===== config.mk =====
export PLATFORM = sky130hd
export DESIGN_NAME = detect_event_logger_flat
export DESIGN_NICKNAME = d
export VERILOG_FILES = /design/src/rtl/detect_event_logger_if.sv /design/src/rtl/detect_event_logger.sv /design/src/flat_wrapper.sv
export SDC_FILE = /design/constraint.sdc
export NUM_CORES = 1
export LEC_CHECK = 0
export ABC_CLOCK_PERIOD_IN_PS = 3550
export BUFFER_PORTS_ARGS = -buffer_cell sky130_fd_sc_hd__buf_2
export CORE_MARGIN = 4
export CORE_UTILIZATION = 34
export CTS_CLUSTER_SIZE = 28
export DETAILED_ROUTE_END_ITERATION = 10
export GPL_TIMING_DRIVEN = 0
export PLACE_DENSITY = 0.55
export SLEW_MARGIN = 15
export SYNTH_ARGS = -nofsm -noshare
export SYNTH_HDL_FRONTEND = slang
export SYNTH_SLANG_ARGS = --single-unit

===== constraint.sdc =====
create_clock -name clk -period 3.55 [get_ports clk]
set_input_delay 0.1775 -clock clk [delete_from_list [all_inputs] [get_ports clk]]
set_output_delay 0.1775 -clock clk [all_outputs]
set_load 0.05 [all_outputs]

===== src/rtl/detect_event_logger_if.sv =====
// Event read-side handshake bundle for detect_event_logger.
// The logger drives it through the master modport and the host reads through the slave modport.
interface detect_event_logger_if #(
    parameter int TS_WIDTH  = 16,
    parameter int IDX_WIDTH = 8
);
    logic                 ev_valid;
    logic                 ev_ready;
    logic [TS_WIDTH-1:0]  ev_timestamp;
    logic [IDX_WIDTH-1:0] ev_index;

    modport master (
        output ev_valid,
        output ev_timestamp,
        output ev_index,
        input  ev_ready
    );

    modport slave (
        input  ev_valid,
        input  ev_timestamp,
        input  ev_index,
        output ev_ready
    );
endinterface


===== src/rtl/detect_event_logger.sv =====
// Timestamps detection pulses and queues them in a first-word-fall-through FIFO, with a sticky overflow flag.
// Optional macro DETECT_LOGGER_GAP_FILTER_EN rejects detections closer than MIN_GAP edges apart.
module detect_event_logger #(
    parameter int TS_WIDTH  = 16,
    parameter int IDX_WIDTH = 8,
    parameter int DEPTH     = 4,
    parameter int MIN_GAP   = 3
) (
    input  logic                  clk,
    input  logic                  reset,
    input  logic                  detected,
    input  logic                  clear_overflow,
    output logic [IDX_WIDTH-1:0]  total_count,
    output logic                  overflow,
    detect_event_logger_if.master ev
);
    localparam int PTR_W = $clog2(DEPTH);
    localparam int CNT_W = PTR_W + 1;

    typedef enum logic [1:0] {ST_EMPTY, ST_PARTIAL, ST_FULL} state_t;

    if (DEPTH < 2 || (DEPTH & (DEPTH - 1)) != 0 || MIN_GAP < 1) begin : g_bad_cfg
        $error("detect_event_logger: DEPTH must be a power of 2 >= 2 and MIN_GAP >= 1");
    end

    state_t               r_state;
    state_t               w_state_next;
    logic [PTR_W-1:0]     r_head;
    logic [PTR_W-1:0]     r_tail;
    logic [CNT_W-1:0]     r_count;
    logic [TS_WIDTH-1:0]  r_ts;
    logic [IDX_WIDTH-1:0] r_total;
    logic                 r_overflow;
    logic [TS_WIDTH-1:0]  r_head_ts;
    logic [IDX_WIDTH-1:0] r_head_idx;
    logic [TS_WIDTH-1:0]  r_ts_mem  [DEPTH];
    logic [IDX_WIDTH-1:0] r_idx_mem [DEPTH];

    logic                 w_accept;
    logic                 w_pop;
    logic                 w_push;
    logic                 w_drop;
    logic [PTR_W-1:0]     w_head_next;
    logic [CNT_W-1:0]     w_count_next;
    logic [TS_WIDTH-1:0]  w_head_ts_next;
    logic [IDX_WIDTH-1:0] w_head_idx_next;

`ifdef DETECT_LOGGER_GAP_FILTER_EN
    localparam int GAP_W = $clog2(MIN_GAP + 1);

    logic [GAP_W-1:0] r_since;
    logic             r_seen;

    // r_since saturates at MIN_GAP: it is the edge distance to the last accepted detection.
    assign w_accept = detected && (!r_seen || r_since >= GAP_W'(MIN_GAP));

    always_ff @(posedge clk) begin
        if (!reset) begin
            r_seen  <= 1'b0;
            r_since <= '0;
        end else if (w_accept) begin
            r_seen  <= 1'b1;
            r_since <= GAP_W'(1);
        end else if (r_since < GAP_W'(MIN_GAP)) begin
            r_since <= r_since + GAP_W'(1);
        end
    end
`else
    assign w_accept = detected;
`endif

    // NOTE: every signal written here gets a default first, so no path leaves it unassigned and no latch is inferred.
    always_comb begin
        w_pop        = (r_state != ST_EMPTY) && ev.ev_ready;
        w_push       = w_accept && ((r_state != ST_FULL) || w_pop);
        w_drop       = w_accept && !w_push;
        w_head_next  = w_pop ? r_head + PTR_W'(1) : r_head;
        w_count_next = r_count + CNT_W'(w_push) - CNT_W'(w_pop);
        w_state_next = r_state;

        case (r_state)
            ST_EMPTY: begin
                if (w_push) w_state_next = ST_PARTIAL;
            end
            ST_PARTIAL: begin
                if (w_push && !w_pop && r_count == CNT_W'(DEPTH - 1))
                    w_state_next = ST_FULL;
                else if (w_pop && !w_push && r_count == CNT_W'(1))
                    w_state_next = ST_EMPTY;
            end
            ST_FULL: begin
                if (w_pop && !w_push) w_state_next = ST_PARTIAL;
            end
            default: w_state_next = ST_EMPTY;
        endcase

        // The entry being written this edge becomes head when it lands in the head slot.
        if (w_push && w_head_next == r_tail) begin
            w_head_ts_next  = r_ts;
            w_head_idx_next = r_total;
        end else begin
            w_head_ts_next  = r_ts_mem[w_head_next];
            w_head_idx_next = r_idx_mem[w_head_next];
        end
    end

    // NOTE: state registers use non-blocking assignments so every flop samples pre-edge values.
    always_ff @(posedge clk) begin
        if (!reset) begin
            r_state    <= ST_EMPTY;
            r_head     <= '0;
            r_tail     <= '0;
            r_count    <= '0;
            r_ts       <= '0;
            r_total    <= '0;
            r_overflow <= 1'b0;
            r_head_ts  <= '0;
            r_head_idx <= '0;
        end else begin
            r_ts    <= r_ts + TS_WIDTH'(1);
            r_head  <= w_head_next;
            r_count <= w_count_next;
            r_state <= w_state_next;
            if (w_accept) r_total <= r_total + IDX_WIDTH'(1);
            if (w_push)   r_tail  <= r_tail + PTR_W'(1);
            if (w_drop)
                r_overflow <= 1'b1;
            else if (clear_overflow)
                r_overflow <= 1'b0;
            // Head registers only move while an entry exists, so they hold the last value when empty.
            if (w_state_next != ST_EMPTY) begin
                r_head_ts  <= w_head_ts_next;
                r_head_idx <= w_head_idx_next;
            end
        end
    end

    // NOTE: storage has no reset; validity is tracked by the pointers and occupancy alone.
    always_ff @(posedge clk) begin
        if (reset && w_push) begin
            r_ts_mem[r_tail]  <= r_ts;
            r_idx_mem[r_tail] <= r_total;
        end
    end

    assign ev.ev_valid     = (r_state != ST_EMPTY);
    assign ev.ev_timestamp = r_head_ts;
    assign ev.ev_index     = r_head_idx;
    assign total_count     = r_total;
    assign overflow        = r_overflow;
endmodule


===== src/flat_wrapper.sv =====
// flat-port wrapper written by rule: the top's interface ports become plain ports
module detect_event_logger_flat 
#(
    parameter int TS_WIDTH  = 16,
    parameter int IDX_WIDTH = 8,
    parameter int DEPTH     = 4,
    parameter int MIN_GAP   = 3
)
  (clk, reset, detected, clear_overflow, total_count, overflow, ev_ev_valid, ev_ev_timestamp, ev_ev_index, ev_ev_ready);
  detect_event_logger_if #(.TS_WIDTH(TS_WIDTH), .IDX_WIDTH(IDX_WIDTH)) ev_i ();
  input  logic clk;
  input  logic reset;
  input  logic detected;
  input  logic clear_overflow;
  output logic [IDX_WIDTH-1:0] total_count;
  output logic overflow;
  output wire logic [$bits(ev_i.ev_valid)-1:0] ev_ev_valid;
  output wire logic [$bits(ev_i.ev_timestamp)-1:0] ev_ev_timestamp;
  output wire logic [$bits(ev_i.ev_index)-1:0] ev_ev_index;
  input wire logic [$bits(ev_i.ev_ready)-1:0] ev_ev_ready;
  assign ev_ev_valid = ev_i.ev_valid;
  assign ev_ev_timestamp = ev_i.ev_timestamp;
  assign ev_ev_index = ev_i.ev_index;
  assign ev_i.ev_ready = ev_ev_ready;
  detect_event_logger #(.TS_WIDTH(TS_WIDTH), .IDX_WIDTH(IDX_WIDTH), .DEPTH(DEPTH), .MIN_GAP(MIN_GAP)) u_core (.clk(clk), .reset(reset), .detected(detected), .clear_overflow(clear_overflow), .total_count(total_count), .overflow(overflow), .ev(ev_i));
endmodule

Word level (Yosys, flattened, before mapping)

Memories as Yosys holds them, arrays and structs flattened. A register that Yosys moved wholly into a read port is not among the register bits.
Cells that the tools add are included.

Bits in registers: 34
Memories kept: 2
Bits of input ports: 5
RAM bits: 96
Output and inout port bits: 34
Word-level logic and storage cells: 47

Reduce and logical (&&, ||, !) cells: 17
Equality and inequality tests: 5
Add/subtract/negate cells: 6
Mux-type cells: 10

Memories:

| name             | depth | bits a word | read ports | clocked after Yosys merged registers in | write ports | line                      | text |
|---|---|---|---|---|---|---|---|
| u_core.r_ts_mem  | 4     | 16          | 1          | 1                                       | 1           | detect_event_logger.sv:36 | `logic [TS_WIDTH-1:0] r_ts_mem [DEPTH];` |
| u_core.r_idx_mem | 4     | 8           | 1          | 1                                       | 1           | detect_event_logger.sv:37 | `logic [IDX_WIDTH-1:0] r_idx_mem [DEPTH];` |

Operators by type and width:

| kind                                                 | count |
|---|---|
| adder 16 x 1 -> 16 bit (second input constant)       | 1 |
| two-way mux 2 bit                                    | 5 |
| adder 8 x 1 -> 8 bit (second input constant)         | 1 |
| logical AND 1 bit                                    | 8 |
| one-hot mux 2 bit (3 select lines)                   | 1 |
| nonzero test 2 bit                                   | 3 |
| adder 2 x 1 -> 2 bit (second input constant)         | 2 |
| logical NOT 1 bit                                    | 4 |
| two-way mux 1 bit                                    | 4 |
| adder 3 x 1 -> 3 bit                                 | 1 |
| equality test 3 x 1 -> 1 bit (second input constant) | 1 |
| equality test 3 x 2 -> 1 bit (second input constant) | 1 |
| subtractor 3 x 1 -> 3 bit                            | 1 |
| equality test 2 x 1 -> 1 bit (second input constant) | 1 |
| equality test 2 bit (second input constant)          | 1 |
| logical NOT 2 bit                                    | 1 |
| inequality test 2 bit (second input constant)        | 1 |
| logical OR 1 bit                                     | 1 |

Logic depth before layout (Yosys ltp)

Gate-level depths: netlist (run 1).

Depth in word-level cells: 11
Depth in mapped cells: 10
Gate-level depth less buffers: 8

Worst setup path before layout (run 1)

OpenSTA, ideal clock, no wires.

Kind: flip-flop to flip-flop
Start point: reg u_core.r_state[0]
End point: reg u_core.r_count[2]
Stages on the path, launching flop included: 11
Buffers on the path: 2
Clock period less this slack: 2.077 ns
Slack: 1.473 ns
Data arrival time: 1.949 ns
Cell sequence: dfxtp_1 -> buf_6 -> o21ai_2 -> inv_1 -> buf_1 -> ha_1 -> inv_1 -> ha_1 -> fa_1 -> xnor2_1 -> nor2_1

Cells in the longest elaborated chain, start to end: 6
Elaborated cells on any way between the ends: 7
Classes of those cells: add/sub (2); eq/ne (1); reduce/logical (4)

RTL lines:

| element                     | line                       | text |
|---|---|---|
| start, declared             | detect_event_logger.sv:26  | `state_t r_state;` |
| start signal, assigned      | detect_event_logger.sv:123 | `r_state <= w_state_next;` |
| nonzero test 2 bit          | detect_event_logger.sv:74  | `w_pop = (r_state != ST_EMPTY) && ev.ev_ready;` |
| logical AND 1 bit           | detect_event_logger.sv:74  |  |
| logical OR 1 bit            | detect_event_logger.sv:75  | `w_push = w_accept && ((r_state != ST_FULL) \|\| w_pop);` |
| logical AND 1 bit           | detect_event_logger.sv:75  |  |
| adder 3 x 1 -> 3 bit        | detect_event_logger.sv:78  | `w_count_next = r_count + CNT_W'(w_push) - CNT_W'(w_pop);` |
| subtractor 3 x 1 -> 3 bit * | detect_event_logger.sv:78  |  |
| end signal, assigned        | detect_event_logger.sv:122 | `r_count <= w_count_next;` |
| end, declared               | detect_event_logger.sv:30  | `logic [CNT_W-1:0] r_count;` |

Every way passes the cells marked *; elsewhere a longest branch is shown, timed or not.
A chain may end at the register's enable or synchronous reset.

Worst setup path in the final report (run 1)

Start point: reg u_core.r_state[0]
End point: reg u_core.r_count[1]

Cells in the longest elaborated chain, start to end: 6
Elaborated cells on any way between the ends: 7
Classes of those cells: add/sub (2); eq/ne (1); reduce/logical (4)

RTL lines:

| element                     | line                      | text |
|---|---|---|
| nonzero test 2 bit          | detect_event_logger.sv:74 |  |
| logical AND 1 bit           | detect_event_logger.sv:74 |  |
| logical OR 1 bit            | detect_event_logger.sv:75 |  |
| logical AND 1 bit           | detect_event_logger.sv:75 |  |
| adder 3 x 1 -> 3 bit        | detect_event_logger.sv:78 |  |
| subtractor 3 x 1 -> 3 bit * | detect_event_logger.sv:78 |  |
| net u_core.w_count_next[1]  | detect_event_logger.sv:44 | `logic [CNT_W-1:0] w_count_next;` |

Mark *: on every way through the listed nets, which the timed path passes. The rest lies on a longest branch.

==> results of run 1 <==
==> cells by family after synthesis <==
| family | after synthesis | share of synthesized area, % |
|---|---|---|
| flops | 154 | 55.9 |
| simple gates | 144 | 10.2 |
| compound gates | 98 | 10.7 |
| buf+inv | 53 | 4.36 |
| mux | 47 | 14.3 |
| xor+xnor | 23 | 2.89 |
| fa+ha+maj | 9 | 1.66 |
==> placed cells by master, fill, tap and decap left out, types with 8 or more instances in the layout <==
master / n
mux4_2: 41
a21oi_1: 11
a221oi_1: 9
inv_1: 13
o21ai_1: 22
nor3_1: 8
nor2_1: 29
nand2_1: 38
dfxtp_1: 58
a221oi_2: 14
edfxtp_1: 96
nor2b_1: 24
nand3_1: 8
xor2_1: 8
o31ai_1: 23
buf_2: 45
buf_6: 10
clkbuf_16: 18
clkbuf_1: 15
xnor2_1: 14
ha_1: 8
==> worst paths after layout <==
kind,slack (ps),start,endpoint
max,1110,u_core.r_state[0]$_SDFF_PN0_,u_core.r_count[1]$_SDFF_PN0_
min,60,clear_overflow,u_core.overflow$_SDFFE_PN0P_
max reg2reg,1110,u_core.r_state[0]$_SDFF_PN0_,u_core.r_count[1]$_SDFF_PN0_
min reg2reg,440,u_core.ev.ev_timestamp[1]$_SDFFE_PN0P_,u_core.ev.ev_timestamp[1]$_SDFFE_PN0P_
==> layout make-up <==
class	instances	area [µm²]
inverter	13	48.8
clock inverter	13	140
sequential	154	4040
timing repair buffer	37	185
clock buffer	19	464
multi-input combinational	321	2880
buffer	40	267
tap	275	344
fill	1992	12600
==> worst reg2reg max path, stage by stage (launching register included) <==
cell,delay (ps)
dfxtp_1,320
buf_6,120
o21ai_2,70
inv_1,170
buf_1,500
ha_1,350
inv_1,60
ha_1,150
fa_1,410
and2_1,170
==> layer usage <==
layer	vias to the layer above	track usage, %	share of wire, %	wire, µm
li1	2150	-	-	-
met1	2311	20.7	46	8040
met2	118	24.8	49	8710
met3	10	3.04	4.3	750
met4	0	4.12	0.72	127
met5	-	0	0	0
==> through the flow <==
| stage | power, mW | utilization [%] | area (µm²) | hold WS [ps] |
|---|---|---|---|---|
| after floorplan | 2.56 | - | 7230 | 299 |
| after global placement | 2.73 | 37.0 | 7760 | 437 |
| after detailed placement | 2.75 | 37.0 | 7760 | 441 |
| after CTS | 4.58 | 39.9 | 8370 | 53.5 |
| after global routing | 4.71 | 39.9 | 8370 | 70.5 |
| final | 4.54 | 39.9 | 8370 | 60.7 |
==> sequential cells by signal, indices dropped and copies added, names as in the netlist <==
| name | cells |
|---|---|
| u_core.r_ts_mem | 64 |
| u_core.overflow | 1 |
| u_core.r_ts | 16 |
| u_core.r_tail | 2 |
| u_core.r_state | 2 |
| u_core.r_idx_mem | 32 |
| u_core.r_head | 2 |
| u_core.ev.ev_index | 8 |
| u_core.ev.ev_timestamp | 16 |
| u_core.total_count | 8 |
| u_core.r_count | 3 |
==> power by group <==
group          switching (mW)  leakage [nW]  internal (mW)
clock network           0.736         0.287           1.10
registers              0.0545          1.40           1.97
logic                   0.437          1.19          0.236
total                    1.23          2.88           3.31
==> metrics.md, run 1 <==
| Metric | Value |
|---|---|
| Iteration-0 DRC Markers | `approximately 320` |
| Total number of nets in the final design | `between 500 and 600` |
| Slowest cell on the critical path | `buf_1` |
| Synth-to-layout area growth | `15.7%` |
| Total number of yosys warnings | `0` |
| Setup repair bufs after CTS | `0` |
| Leading cell type by number of instances after synthesis | `edfxtp_1` |
| Number of standard cells in the final layout excluding fillers | `872` |
| Crit-path max FO | `10` |
| Library cell occupying the most area in the post-synthesis netlist | `edfxtp_1` |
| Peak ir drop on the vdd network | `about 0.34 mV` |
| Detailed-route via count | `around 4600` |
| Total Neg Setup Slack | `0 ps` |
| Remaining design rule violation count | `0` |
| Number of enable flip-flop cells after synthesis | `between 90 and 100` |
| Placed cells | `840` |
| Largest net degree at the start of global routing | `25` |
| Global-route wire length before repair | `roughly 27000 µm` |
| Cell-by-cell listing of the critical path | `buf_6, o21ai_2, inv_1, buf_1, ha_1, inv_1, ha_1, fa_1, and2_1` |
| Minimum setup slack in the final design | `roughly 1100 ps` |
| Number of synthesized register bits | `about 150` |
| Worst slack after detailed placement | `1150 ps` |
| Final worst clock skew | `roughly 20 ps` |
| Routed WL | `17600 µm` |
| Crit path largest cell delay | `500 ps` |
| Clock tree buffer depth | `2` |
| Category of the worst setup path capture point | `flip-flop` |
| Vias in the first global route | `roughly 4700` |
| Transition time at the pin with the least slew margin | `between 800 and 900 ps` |
| Buffering stage count on the worst path with inverters included | `4` |
| Detailed Place HPWL | `11500 µm` |
| Fraction of layout instances using a drive strength above 1 | `between 20% and 30%` |
| Ratio of final minimum period to clock period | `a little under 70%` |
| Type of origin of the critical path | `flip-flop` |
| Cells after Synth | `around 530` |
| Classification of the worst setup path | `reg -> reg` |
| Final count of hold timing violations | `0` |
| Io pins | `39` |
| Pwr/cell area | `542 nW/µm²` |
| Lkg Pwr | `about 2.9 nW` |
| Commonest cells in the netlist | `edfxtp_1 (96), dfxtp_1 (58), mux4_2 (41), nand2_1 (38), nor2_1 (29)` |
| Std-Cell Core Area | `about 21000 µm²` |
| Number of clock sinks | `154` |
| GRT Residual Overflow | `0` |
| Hold path cells | `4` |
| Number of levels in the clock H-tree | `4` |
| Horizontal extent of the die | `about 150 µm` |
| Antenna Violating Nets Remaining | `0` |
| Depth of the worst register-to-register path | `9` |
| Number of cells on the critical path | `9` |
| Sequential-to-total area share from yosys stat | `55.9%` |
| Average wire length per cell after detail routing | `20.2 µm` |
| Summed instance area of the synthesized netlist | `7230 µm²` |
| Tmin final | `~2400 ps` |
| Count of hold buffers inserted by post-cts repair | `0` |
| Commonest register cell after synthesis | `edfxtp_1` |
| Max frequency | `between 400 and 500 MHz` |
| Top area cells in the synthesized netlist | `edfxtp_1 (40%), dfxtp_1 (16%), mux4_2 (13%)` |
| Number of inserted diodes | `0` |
| Total GRT Usage | `about 15%` |
| Status | `complete, no violations` |
| Num rows | `53` |
| Fraction of registers with async set or reset after synthesis | `0%` |
| Number of gates resized after CTS | `0` |
| Syn_nets | `approximately 540` |
| Die area | `23700 µm²` |
| RSZ-0062 raised after global routing | `false` |
| Worst Hold Class | `in -> reg` |
| Clock slew at reported path FFs | `60 ps` |
| Routed vias/inst | `5.26` |
| Clock buffers created by TritonCTS | `17` |
| Data required time of the critical path | `between 3000 and 4000 ps` |
| Relative slew slack | `about two fifths` |
| Die Y-Extent | `roughly 150 µm` |
| Clock tree from TritonCTS | `built` |
| Final weighted congestion in routability-driven placement | `roughly 0.8` |
| Starting utilization of the core area | `between 30 and 40%` |
| Post-synthesis cell type count | `55` |
| Max-cap check violation count | `0` |
| Worst EP arrival | `about 2700 ps` |
| Count of final max-slew check failures | `0` |
| Final setup viols | `0` |
| Clock root cell | `clkbuf_16` |
| Synthesized area divided by synthesized cell count | `around 14 µm²` |
| Number of antenna violations at the first check in global routing | `0` |
| Clock insertion delay at the later pin of the skew report | `420 ps` |
| Proportion of netlist area held by the largest area contributor | `39.9%` |
| Port Buffers | `37` |
| Detailed-router iteration count before antenna repair | `5` |
| Worst path top cell family by delay | `adder cells` |
Note: power is estimated with default switching activity, not from simulation.
==> run 2, diff against run 1 <==
--- a/config.mk
+++ b/config.mk
@@ -5,14 +5,15 @@
 export SDC_FILE = /design/constraint.sdc
 export NUM_CORES = 1
 export LEC_CHECK = 0
-export ABC_CLOCK_PERIOD_IN_PS = 3550
+export ABC_AREA = 1
+export ABC_CLOCK_PERIOD_IN_PS = 2200
 export BUFFER_PORTS_ARGS = -buffer_cell sky130_fd_sc_hd__buf_2
 export CORE_MARGIN = 4
 export CORE_UTILIZATION = 34
 export CTS_CLUSTER_SIZE = 28
 export DETAILED_ROUTE_END_ITERATION = 10
 export GPL_TIMING_DRIVEN = 0
-export PLACE_DENSITY = 0.55
+export PLACE_DENSITY = 0.57
 export SLEW_MARGIN = 15
 export SYNTH_ARGS = -nofsm -noshare
 export SYNTH_HDL_FRONTEND = slang
==> constraint.sdc (replaced) <==
create_clock -name clk -period 2.2 [get_ports clk]
set_input_delay 0.11 -clock clk [delete_from_list [all_inputs] [get_ports clk]]
set_output_delay 0.11 -clock clk [all_outputs]
set_load 0.05 [all_outputs]
==> run 2 against run 1 <==
Effect of this change:
- flip-flop and latch count unchanged
- cell area decreased by 5.3%
- worst hold slack got worse by 6.8 ps
- critical path depth increased by 4
- combinational power increased by 85%
- cell count increased by 21%
- power increased by 62%
==> metrics.md, run 2 <==
| Metric | Value |
|---|---|
| Status | `complete, no violations` |
| Clock insertion delay at the later pin of the skew report | `roughly 420 ps` |
| Number of levels in the clock H-tree | `4` |
| Worst path top cell family by delay | `simple AND/OR/NAND/NOR gates` |
| Worst slack after detailed placement | `-24.9 ps` |
| Std-Cell Core Area | `between 15000 and 20000 µm²` |
| Leading cell type by number of instances after synthesis | `nand2_1` |
| Crit-path max FO | `10` |
| Lkg Pwr | `~3.2 nW` |
| Cells after Synth | `between 700 and 800` |
| Summed instance area of the synthesized netlist | `6690 µm²` |
| Final Core Density | `roughly 41%` |
| Cell-by-cell listing of the critical path | `inv_2, nand2_4, nand2_2, nand2_2, nand2_2, nand2_1, nand2_1, nor2_2, buf_6, buf_6, nor2_1, nor2_1, nor2_1` |
| Total number of yosys warnings | `0` |
| Placed cells | `about 1000` |
| Fraction of layout instances using a drive strength above 1 | `between 10% and 20%` |
| Max frequency | `490 MHz` |
| Data required time of the critical path | `~2500 ps` |
| Most used cells in the layout excluding fill and tap cells | `nand2_1 (176), nand3_1 (110), nor2_1 (97)` |
| End point of the most critical hold path | `u_core.overflow$_SDFFE_PN0P_` |
| Reg-to-Reg End | `u_core.ev.ev_timestamp[5]$_SDFFE_PN0P_` |
| Final worst clock skew | `between 6 and 7 ps` |
| Buffering stage count on the worst path with inverters included | `3` |
| Port Buffers | `36` |
| Transition time at the pin with the least slew margin | `~740 ps` |
| Total Neg Setup Slack | `0 ps` |
| Largest net degree at the start of global routing | `25` |
| Synth-to-layout area growth | `18.5%` |
| Final weighted congestion in routability-driven placement | `about 0.8` |
| Die area | `about 22000 µm²` |
| Number of flip-flops under the largest register name | `64` |
| Tmin final | `between 2000 and 2500 ps` |
| Hold path cells | `3` |
| Most common library cell in the layout ignoring fill and taps | `nand2_1` |
| Minimum setup slack among reg-to-reg paths | `about 160 ps` |
| Number of standard cells in the final layout excluding fillers | `roughly 1100` |
| Classification of the worst setup path | `reg -> reg` |
| Startpoint of the worst register-to-register path | `u_core.r_state[1]$_SDFF_PN0_` |
| Library cell occupying the most area in the post-synthesis netlist | `edfxtp_1` |
| Detailed-route via count | `4987` |
| Detailed Place HPWL | `10900 µm` |
| Detailed-router iteration count before antenna repair | `5` |
| Total GRT Usage | `approximately 16%` |
| Number of inserted diodes | `0` |
| Worst EP arrival | `around 2400 ps` |
| Number of antenna violations at the first check in global routing | `0` |
| Number of synthesized register bits | `between 150 and 200` |
| Max-cap check violation count | `0` |
| Category of the worst setup path capture point | `flip-flop` |
| Crit path largest cell delay | `430 ps` |
| Number of clock sinks | `154` |
| Horizontal extent of the die | `148 µm` |
| Top area cells in the synthesized netlist | `edfxtp_1 (43%), dfxtp_1 (17%), nand2_1 (9.9%)` |
| Syn_nets | `733` |
| GRT Residual Overflow | `0` |
| Setup repair bufs after CTS | `0` |
| Type of origin of the critical path | `flip-flop` |
| Minimum setup slack in the final design | `158 ps` |
| Commonest cells in the netlist | `nand2_1 (177), nand3_1 (110), nor2_1 (101), edfxtp_1 (96), dfxtp_1 (58)` |
| Depth of the worst register-to-register path | `13` |
| Clock tree from TritonCTS | `built` |
| Number of enable flip-flop cells after synthesis | `96` |
| Final setup viols | `0` |
| Routed WL | `16500 µm` |
| Synthesized area divided by synthesized cell count | `around 9.3 µm²` |
| Clock root cell | `clkbuf_16` |
| Num rows | `51` |
| Final count of hold timing violations | `0` |
| Average wire length per cell after detail routing | `roughly 16 µm` |
| Total number of nets in the final design | `793` |
| Commonest register cell after synthesis | `edfxtp_1` |
| Registers with the highest flip-flop counts | `u_core.r_ts_mem: 64 flops, u_core.r_idx_mem: 32 flops` |
| Clock tree buffer depth | `2` |
| Remaining design rule violation count | `0` |
| Relative slew slack | `about half` |
| Min-delay src | `detected` |
| Post-synthesis cell type count | `30` |
| Io pins | `39` |
| Peak ir drop on the vdd network | `around 0.45 mV` |
| Ratio of final minimum period to clock period | `92.8%` |
| Fill count | `approximately 2000` |
| Die Y-Extent | `148 µm` |
| Sequential-to-total area share from yosys stat | `about three fifths` |
| Global-route wire length before repair | `between 20000 and 30000 µm` |
| Iteration-0 DRC Markers | `about 350` |
| Slowest cell on the critical path | `dfxtp_1` |
| Pwr/cell area | `around 930 nW/µm²` |
| Worst hold margin | `~54 ps` |
| Most flop-heavy register | `u_core.r_ts_mem` |
| Proportion of netlist area held by the largest area contributor | `a little over two fifths` |
| Antenna Violating Nets Remaining | `0` |
| Clock buffers created by TritonCTS | `17` |
| Vias in the first global route | `around 4800` |
| Worst Hold Class | `in -> reg` |
| Starting utilization of the core area | `between 30% and 40%` |
| Count of final max-slew check failures | `0` |
| Clock slew at reported path FFs | `around 60 ps` |
| Routed vias/inst | `4.72` |
| RSZ-0062 raised after global routing | `false` |
| Fraction of registers with async set or reset after synthesis | `0%` |
==> run 2: cell count changes in the layout (fill, tap and decap cells not counted), moves of 11 or more <==
cell and delta:
mux4_2 -41, nor2b_1 -24, nand3b_1 +24, a221oi_2 -14
nand3_1 +102, xnor2_1 -11, o21ai_1 -22, o31ai_1 -23
inv_1 +27, nand2_1 +138, nor2_1 +68
==> run 2: kinds of logic (layout without fill, tap and decap cells) <==
group                    after synthesis  in the layout  synth area share [%]
AND/OR/NAND/NOR                      435            436                  28.8
adder cells (fa/ha/maj)                9              9                  1.80
AO/OA/AOI/OAI                         38             38                  3.20
XOR/XNOR                               3              3                 0.393
buffers and inverters                 80            152                  5.37
flip-flops                           154            154                  60.4
==> run 2: stage by stage <==
stage | power [mW] | cell area (µm²)
3_5_place_dp | 4.57 | 7320
4_1_cts | 7.42 | 7910
5_1_grt | 7.71 | 7930
6_report | 7.36 | 7930
3_3_place_gp | 4.55 | 7200
2_1_floorplan | 4.24 | 6690
==> run 2: worst max-delay path by stage <==
stage	depth (start not counted)	slack, ps	from	endpoint
2_1_floorplan	6	-100	u_core.r_state[0]$_SDFF_PN0_	u_core.r_idx_mem[2][0]$_DFFE_PP_
3_3_place_gp	5	-1140	reset	u_core.r_ts_mem[0][4]$_DFFE_PP_
3_5_place_dp	5	-20	reset	u_core.r_ts_mem[1][5]$_DFFE_PP_
4_1_cts	6	6	u_core.r_state[0]$_SDFF_PN0_	u_core.r_idx_mem[1][3]$_DFFE_PP_
5_1_grt	11	3	u_core.r_state[1]$_SDFF_PN0_	u_core.ev.ev_timestamp[10]$_SDFFE_PN0P_
6_report	13	160	u_core.r_state[1]$_SDFF_PN0_	u_core.ev.ev_timestamp[5]$_SDFFE_PN0P_
==> run 2: where the power goes <==
part | leakage [nW] | switching, mW | internal (mW) | total, mW
clock | 0.288 | 1.09 | 1.75 | 2.84
sequential | 1.35 | 0.0742 | 3.20 | 3.27
combinational | 1.58 | 0.878 | 0.371 | 1.25
==> run 2: cell type report <==
cell class / count / area (µm²) / area share (%)
clock buffer: 26 / 523 / 6.60
buffer: 37 / 205 / 2.59
clock inverter: 6 / 56.3 / 0.710
inverter: 43 / 161 / 2.04
tap: 265 / 332 / 4.18
multi-input combinational: 486 / 2330 / 29.4
timing repair buffer: 40 / 273 / 3.44
sequential: 154 / 4040 / 51.0
==> run 2: layer usage <==
layer / part of all wire [%] / wire [µm] / up-vias / global-route usage (%)
li1: - / - / 2525 / -
met5: 0 / 0 / - / 0
met4: 1.4 / 235 / 0 / 5.68
met2: 46 / 7640 / 118 / 24.8
met3: 4.9 / 811 / 17 / 3.41
met1: 47 / 7810 / 2327 / 21.3
==> run 2: worst min-delay path, stage by stage <==
cell,delay [ps]
buf_2,170
nand3_1,100
a21oi_1,50
==> run 2: repair_timing <==
item,in CTS,in global routing
hold buffers,1,0
endpoints found under the hold margin,1,0
setup endpoints to repair,0,43
gates resized for setup,0,8
==> run 3, diff against run 2 <==
--- a/config.mk
+++ b/config.mk
@@ -13,7 +13,7 @@
 export CTS_CLUSTER_SIZE = 28
 export DETAILED_ROUTE_END_ITERATION = 10
 export GPL_TIMING_DRIVEN = 0
-export PLACE_DENSITY = 0.57
+export PLACE_DENSITY_LB_ADDON = 0.15
 export SLEW_MARGIN = 15
 export SYNTH_ARGS = -nofsm -noshare
 export SYNTH_HDL_FRONTEND = slang
==> run 3 against run 2 <==
Effect of this change:
- register-to-register slack worse by 40 ps
- cell count stayed put
- combinational power hardly changed
- flip-flop and latch count stayed put
- power is 1.7% higher
- fmax is 1.7% lower
- via count is 1.7% higher
- clock skew is 2.6 ps higher
- highest routed layer unchanged
==> metrics.md, run 3 (synthesis results as in run 2) <==
| Metric | Value |
|---|---|
| Placed cells | `~1000` |
| Detailed-route via count | `5071` |
| Total number of nets in the final design | `~790` |
| Final instance area | `a little under 8000 µm²` |
| Horizontal extent of the die | `148 µm` |
| Tmin final | `2080 ps` |
| Port Buffers | `36` |
| Clock tree buffer depth | `2` |
| Fraction of layout instances using a drive strength above 1 | `between 15 and 20%` |
| Die Y-Extent | `148 µm` |
| Ratio of final minimum period to clock period | `approximately 94%` |
| Worst Hold Class | `in -> reg` |
| Number of antenna violations at the first check in global routing | `0` |
| Io pins | `39` |
| Routed WL | `17300 µm` |
| Synth-to-layout area growth | `18.8%` |
| Count of final max-slew check failures | `0` |
| Instance area at placement | `7320 µm²` |
| Final weighted congestion in routability-driven placement | `between 0.8 and 0.9` |
| Combinational share of power | `16.7%` |
| Pwr/cell area | `around 940 nW/µm²` |
| Largest net degree at the start of global routing | `19` |
| Routed vias/inst | `~4.8` |
| Clock root cell | `clkbuf_16` |
| Antenna Violating Nets Remaining | `0` |
| Max frequency | `around 480 MHz` |
| Worst EP arrival | `about 2200 ps` |
| Clock slew at reported path FFs | `roughly 60 ps` |
| Tot Pwr | `about 7.5 mW` |
| Classification of the worst setup path | `reg -> reg` |
| Category of the worst setup path capture point | `flip-flop` |
| Status | `complete, no violations` |
| Clock tree from TritonCTS | `built` |
| Number of levels in the clock H-tree | `4` |
| GRT Residual Overflow | `0` |
| Final setup viols | `0` |
| Lkg Pwr | `about 3.2 nW` |
| Type of origin of the critical path | `flip-flop` |
| Area occupied by multi-input gates | `2340 µm²` |
| Max-cap check violation count | `0` |
| Data required time of the critical path | `about 2300 ps` |
| Crit-path max FO | `13` |
| Clock buffers created by TritonCTS | `17` |
| Registers with the highest flip-flop counts | `u_core.r_ts_mem: 64 flops, u_core.r_idx_mem: 32 flops` |
| Die area | `~22000 µm²` |
| Clock insertion delay at the later pin of the skew report | `about 420 ps` |
| Most used cells in the layout excluding fill and tap cells | `nand2_1 (176), nand3_1 (110), nor2_1 (97)` |
| Power Internal | `approximately 5.4 mW` |
| Final Core Density | `41.0%` |
| RSZ-0062 raised after global routing | `false` |
| Remaining design rule violation count | `0` |
| Fraction of power spent switching nets | `~28%` |
| Switching pwr | `2.10 mW` |
| Peak ir drop on the vdd network | `approximately 0.53 mV` |
| Total GRT Usage | `16.5%` |
| Iteration-0 DRC Markers | `356` |
| Part of the total power dissipated in sequential elements | `between 40% and 50%` |
| Final worst clock skew | `roughly 9.6 ps` |
| Sequential cell area | `4040 µm²` |
| Most flop-heavy register | `u_core.r_ts_mem` |
| Average wire length per cell after detail routing | `roughly 16 µm` |
| Starting utilization of the core area | `between 30 and 40%` |
| Global-route wire length before repair | `27400 µm` |
| Setup repair bufs after CTS | `0` |
| Num rows | `51` |
| Transition time at the pin with the least slew margin | `approximately 770 ps` |
| Number of flip-flops under the largest register name | `64` |
| Relative slew slack | `around 50%` |
| Final count of hold timing violations | `0` |
| Most common library cell in the layout ignoring fill and taps | `nand2_1` |
| Share of power burned in the clock network | `39.5%` |
| Detailed Place HPWL | `11400 µm` |
| Number of clock sinks | `around 150` |
| Vias in the first global route | `roughly 5000` |
| Std-Cell Core Area | `approximately 19000 µm²` |
| Worst hold margin | `roughly 69 ps` |
| Fill count | `1938` |
| Number of standard cells in the final layout excluding fillers | `1057` |
| Detailed-router iteration count before antenna repair | `5` |
| Number of inserted diodes | `0` |
-- run 3: changes by cell type in the layout (fill, tap and decap cells not counted), moves of 2 or more --
cell / before / now
bufinv_16: 1 / 3
clkbuf_1: 13 / 10
clkbuf_16: 20 / 17
clkinv_2: 4 / 2
clkinv_4: 0 / 2
clkinvlp_4: 0 / 4
nor3_1: 7 / 5
nor3_2: 0 / 2
-- run 3: worst max-delay path: stages, from the launching register on --
cell	delay, ps
dfxtp_1	390
inv_1	120
nand3_1	120
nand2_2	120
nor2_1	180
inv_2	140
nor2_4	480
buf_16	230
-- run 3: cell type report --
| cell class | count | share of cell area (%) |
|---|---|---|
| Buffer | 37 | 2.58 |
| Clock buffer | 21 | 5.67 |
| Clock inverter | 11 | 1.86 |
| Inverter | 43 | 2.03 |
| Multi-Input combinational cell | 486 | 29.4 |
| Sequential cell | 154 | 50.9 |
| Tap cell | 265 | 4.17 |
| Timing Repair Buffer | 40 | 3.43 |
-- run 3: routing by layer --
layer,global-route usage [%],vias to the layer above,part of all wire [%]
met3,3.87,16,5.0
met1,21.8,2414,46
met2,26.9,114,47
met5,0,-,0
met4,5.31,0,1.3
li1,-,2527,-
-- run 3: final timing paths --
path                                 from                                to  slack, ps  cells after the start
max          u_core.r_state[0]$_SDFF_PN0_  u_core.r_ts_mem[2][13]$_DFFE_PP_        120                      7
min reg2reg  u_core.overflow$_SDFFE_PN0P_      u_core.overflow$_SDFFE_PN0P_        470                      2
min                              detected      u_core.overflow$_SDFFE_PN0P_         70                      3
max reg2reg  u_core.r_state[0]$_SDFF_PN0_  u_core.r_ts_mem[2][13]$_DFFE_PP_        120                      7
-- run 3: through the flow --
stage                     TNS [ps]  setup WS [ps]
after floorplan              -9230          -96.2
after global placement     -111400          -1280
after detailed placement     -1550          -59.3
after CTS                        0           20.1
after global routing             0           3.86
final                            0            122
-- run 3: timing repair --
| action | 4_1_cts | 5_1_grt |
|---|---|---|
| gates resized for setup | 1 | 10 |
| endpoints found under the hold margin | 1 | 0 |
| setup endpoints to repair | 24 | 45 |
| cloned | 1 | 0 |
| hold buffers | 1 | 0 |
-- run 3: power groups by stage --
stage | Combinational (mW) | Clock [mW] | Sequential, mW
floorplan | 0.663 | 0 | 3.58
global placement | 1.22 | 0 | 3.33
detailed placement | 1.25 | 0 | 3.33
CTS | 1.26 | 3.02 | 3.27
global route | 1.40 | 3.14 | 3.29
finish | 1.25 | 2.96 | 3.27
